==> config.mk <==
export PLATFORM = sky130hd
export DESIGN_NAME = systolic_array
export DESIGN_NICKNAME = d
export VERILOG_FILES = /design/src/rtl/systolic_array.sv
export SDC_FILE = /design/constraint.sdc
export NUM_CORES = 1
export LEC_CHECK = 0
export CAP_MARGIN = 20
export CORE_MARGIN = 4
export CORE_UTILIZATION = 49
export DETAILED_ROUTE_END_ITERATION = 10
export MAX_ROUTING_LAYER = met4
export PLACE_DENSITY = 0.7
export SLEW_MARGIN = 20
export SYNTH_ARGS = -nofsm -noshare
export SYNTH_HDL_FRONTEND = slang
export SYNTH_SLANG_ARGS = --single-unit
==> constraint.sdc <==
create_clock -name clk -period 7.2 [get_ports clk]
set_clock_uncertainty 0.1 [all_clocks]
set_input_delay 1.8 -clock clk [delete_from_list [all_inputs] [get_ports clk]]
set_output_delay 1.8 -clock clk [all_outputs]
set_load 0.1 [all_outputs]
==> src/rtl/systolic_array.sv <==
// 4x4 weight-stationary MAC array: activations flow right, partial sums
// flow down, bottom-row partial sums are the column results.
module systolic_array #(
  parameter int array_size = 4,
  parameter int data_size  = 8
) (
  input  logic                                         clk,
  input  logic                                         reset,
  input  logic [array_size*data_size-1:0]              datain,
  input  logic [array_size*array_size*data_size-1:0]   weightin,
  output logic [array_size*data_size-1:0]              macout
);

  localparam int N = array_size;
  localparam int W = data_size;

  logic [W-1:0] a_out [N][N];
  logic [W-1:0] p_out [N][N];

  genvar r, c;
  generate
    for (r = 0; r < N; r++) begin : g_row
      for (c = 0; c < N; c++) begin : g_col
        logic [W-1:0] a_in;
        logic [W-1:0] p_in;
        logic [W-1:0] w;
        logic [W-1:0] mac;
        logic [W-1:0] p_reg;

        if (c == 0) begin : g_a_edge
          assign a_in = datain[W*r +: W];
        end else begin : g_a_link
          assign a_in = a_out[r][c-1];
        end

        if (r == 0) begin : g_p_edge
          assign p_in = '0;
        end else begin : g_p_link
          assign p_in = p_out[r-1][c];
        end

        assign w   = weightin[W*(N*r+c) +: W];
        // product and sum both wrap modulo 2^W
        assign mac = p_in + a_in * w;

        always_ff @(posedge clk or negedge reset) begin
          if (!reset) p_reg <= '0;
          else        p_reg <= mac;
        end
        assign p_out[r][c] = p_reg;

        // last column's activation has no consumer, so it is not stored
        if (c < N-1) begin : g_a_reg
          logic [W-1:0] a_reg;
          always_ff @(posedge clk or negedge reset) begin
            if (!reset) a_reg <= '0;
            else        a_reg <= a_in;
          end
          assign a_out[r][c] = a_reg;
        end else begin : g_a_sink
          assign a_out[r][c] = '0;
        end
      end
    end

    for (c = 0; c < N; c++) begin : g_out
      assign macout[W*c +: W] = p_out[N-1][c];
    end
  endgenerate

endmodule

# Yosys cells after proc, flatten, opt, wreduce, memory -nomap -nowiden
# Cells that the tools add are included.
# word_totals
regBits	224
in_bits	162
output_inout_bits	32
elab_cells	56
# op_classes
n_addsub	12
multipliers	16
# ops
operator	count
$mul A8 B8 Y8	16
$add A8 B8 Y8	12

# Depth between registers and ports, before layout
# depth
depth_word	2
mapped_depth	14
depth_no_buf	14

# Least setup slack after synthesis
# No wires, ideal clock.
# synth_path
path_kind	input-to-reg
startpoint	in weightin[80]
endpoint	reg g_row[2].g_col[2].p_reg[7]
setup_ps	125
t_arrival_ps	4784
required_time_ps	6975
slack_ps	2191
path_stages	14
path_buffers	0
path_cell_list	and2_1 > fa_1 > inv_1 > fa_1 > inv_1 > ha_1 > inv_1 > fa_1 > inv_1 > fa_1 > a21o_1 > a21oi_1 > xnor2_1 > xnor2_1
# synth_between
elab_chain_cells	2
# synth_lines
item	line_no	rtl
from (decl)	10	input logic [array_size*array_size*data_size-1:0] weightin,
$mul A8 B8 Y8	44	assign mac = p_in + a_in * w;
$add A8 B8 Y8	44	
via g_row[2].g_col[2].mac[7]	27	logic [W-1:0] mac;
to (signal assigned)	48	else p_reg <= mac;
to (decl)	28	logic [W-1:0] p_reg;
# The timed path passes the listed nets, and every way through them passes these cells.

# Worst setup path in the final report
# layout_path
startpoint	in weightin[112]
endpoint	reg g_row[3].g_col[2].p_reg[7]
# layout_between
elab_chain_cells	2
# layout_lines
item	line_no
$mul A8 B8 Y8	44
$add A8 B8 Y8	44
via g_row[3].g_col[2].mac[7]	27
to (signal assigned)	48
to (decl)	28
# The timed path passes the listed nets, and every way through them passes these cells.

==> impl_metrics.json <==
{
  "status": "complete, no violations",
  "antenna_found_initial": 6,
  "synth-simple-area-share": 0.1270,
  "die_w_um": 218.8,
  "ys_seq_elements": 224,
  "arrival_ns": 5.60,
  "grt_pass1_wl_um": 76940,
  "fin_nets": 3106,
  "core_area_um2": 43550,
  "cp_slowest_cell": "clkdlybuf4s50_1",
  "wl_per_cell_um": 14.36,
  "crit_buf_inv": 4,
  "ctsHoldBuffers": 0,
  "setup_viol": 0,
  "syn-instance-count": 2187,
  "vdd_ir_drop_max_v": 0.0003018,
  "synth_top_family_by_area": "adder cells",
  "top_usage_layer": "met2",
  "cts.repair.resized": 0,
  "path_class": "input port to flip-flop",
  "use_met2": 0.3540,
  "syn2layout_area_growth_pct": 17.00,
  "cts_made_buffers": 29,
  "drc": 0,
  "synth_xor_area_frac": 0.1126,
  "synth_mux_area_frac": 0,
  "grt_max_degree": 128,
  "cts_max_path_buffers": 3,
  "clk_pin_slew_ns": 0.06,
  "cap_violations": 0,
  "gp_congestion": 0.8841,
  "cts_root_buf": "clkbuf_16",
  "cts_tree": "done",
  "routed-via-count": 14379,
  "grt_use_met3": 0.03323,
  "synth-compound-area-share": 0.01838,
  "path_cells": "clkdlybuf4s50_1, nand2_1, fa_1, inv_1, ha_1, ha_1, inv_1, fa_1, inv_1, ha_1, fa_1, a21o_1, a21oi_1, xnor2_1, xnor2_1",
  "hold_violations": 0,
  "die_y_um": 218.8,
  "yosys.cell_types.count": 12,
  "critPathMaxStageDelay_ns": 0.69,
  "firstDrtPassIters": 6,
  "io_buffers": 193,
  "layout-drive-gt1-share": 0.02343,
  "htreeDepth": 1,
  "grt_pass1_vias": 16247,
  "worstSetupEndpointType": "flip-flop",
  "maxSlewViolCount": 0,
  "syn-num-nets": 2881,
  "start_util": 0.5001,
  "clock.fmax_mhz": 191.7,
  "min_period_ns": 5.217,
  "relSlewSlack": 0.3335,
  "worst_pin_slew_ns": 0.9966,
  "crit_family": "adder cells",
  "rsz0062_at_grt": "no",
  "clkLatencyLatePin_ns": 0.56,
  "power_leakage_nw": 12.95,
  "syn-cell-area_um2": 21780,
  "cts.sinks": 224,
  "cts_setup_buffers": 0,
  "wl_um": 43430,
  "holdCritPathClass": "flip-flop to flip-flop",
  "finalCritPeriodShare": 0.7246,
  "drtIter0Drc": 497,
  "cp_max_fo": 8,
  "overflow": 0,
  "dp_hpwl_um": 36470,
  "p_per_area_nw_per_um2": 375.5,
  "tns_ns": 0,
  "via_per_inst": 4.753,
  "final_core_util": 0.5851,
  "die-area_um2": 47880,
  "critPathRequiredTime_ns": 7.58,
  "ant_nets": 0,
  "synth_area_leaders": "dfrtp_1 (26%), fa_1 (24%), ha_1 (15%)",
  "yosysTopAreaCellShare": 0.2574,
  "seq_area_frac_synth": 0.2574,
  "syn_area_per_cell_um2": 9.959,
  "grt_usage": 0.1998,
  "synth_area_leader_cell": "dfrtp_1",
  "yosys_warnings": 0,
  "largest_register_ffs": 128,
  "met1_usage": 0.2409,
  "synth-adder-area-share": 0.3966,
  "worstSetupStartpointType": "input port",
  "rows": 76,
  "pin_count": 194
}
-- final timing paths --
check,from,endpoint,slack (ns),depth (start not counted)
setup / recovery,weightin[112],g_row[3].g_col[2].p_reg[7],1.98,15
hold / removal,g_row[1].g_col[1].g_a_reg.a_reg[7],g_row[1].g_col[2].g_a_reg.a_reg[7],0.30,0
setup reg to reg,g_row[1].g_col[2].g_a_reg.a_reg[4],g_row[1].g_col[3].p_reg[7],3.36,14
hold reg to reg,g_row[1].g_col[1].g_a_reg.a_reg[7],g_row[1].g_col[2].g_a_reg.a_reg[7],0.30,0
max in group asynchronous,reset,g_row[1].g_col[0].p_reg[0],4.72,2
min in group asynchronous,reset,g_row[3].g_col[3].p_reg[4],1.12,1
-- power breakdown --
| part | total (mW) | leakage [nW] | switching, mW | internal, mW |
|---|---|---|---|---|
| logic | 6.24 | 9.85 | 3.46 | 2.78 |
| clock network | 1.49 | 0.472 | 0.583 | 0.904 |
| registers | 1.84 | 2.62 | 0.152 | 1.68 |
-- layer usage --
layer,part of all wire,up-vias
met4,0.022,0
met1,0.41,7162
met2,0.52,247
met5,0,-
li1,-,6902
met3,0.045,68
-- kinds of logic after synthesis --
logic type	count (synthesis)
and+or+nand+nor	576
DFF	224
AOI/OAI and AO/OA	64
buffers and inverters	511
adders and majority gates	532
xor gates and xnor gates	280
-- placed cells by master, fill, tap and decap left out --
cell and instances:
and2_1 237, dfrtp_1 224, diode_2 7, clkinvlp_4 7, a21o_1 32, clkinv_2 5
buf_12 1, inv_8 1, xor2_1 39, nand2_1 336, fa_1 264, inv_6 2
buf_8 1, xnor2_1 241, a21oi_1 32, clkinv_4 2, clkbuf_16 29, and2_2 2
clkdlybuf4s50_1 192, bufinv_16 4, clkbuf_8 2, nand2_2 1, inv_1 511, ha_1 268
-- Yosys cell counts --
master   instances
inv_1          511
nand2_1        336
ha_1           268
fa_1           264
xnor2_1        241
and2_1         237
dfrtp_1        224
xor2_1          39
a21o_1          32
a21oi_1         32
and2_2           2
nand2_2          1
-- through the flow --
stage               instances  hold slack, ns  area, um2  worst slack (ns)  total power, mW
floorplan                2187          0.2535      21780             2.191            6.827
global placement         2966          0.2807      24470             1.503            7.979
detailed placement       2966          0.2864      24470             1.402            8.184
CTS                      3018          0.3084      25470             2.007            9.749
global route             3024          0.3172      25480             1.786            10.71
finish                   3025          0.3015      25480             1.983            9.568
-- cell type report --
| class | count | area [um2] |
|---|---|---|
| tap | 585 | 732.0 |
| antenna | 7 | 17.52 |
| fill | 3816 | 18070 |
| inverter | 511 | 1918 |
| sequential | 224 | 5605 |
| clock buffer | 31 | 753.2 |
| multi-input combinational | 1452 | 14260 |
| clock inverter | 21 | 244.0 |
| timing repair buffer | 194 | 1957 |
No activity file was read; power rests on OpenSTA's default activity.
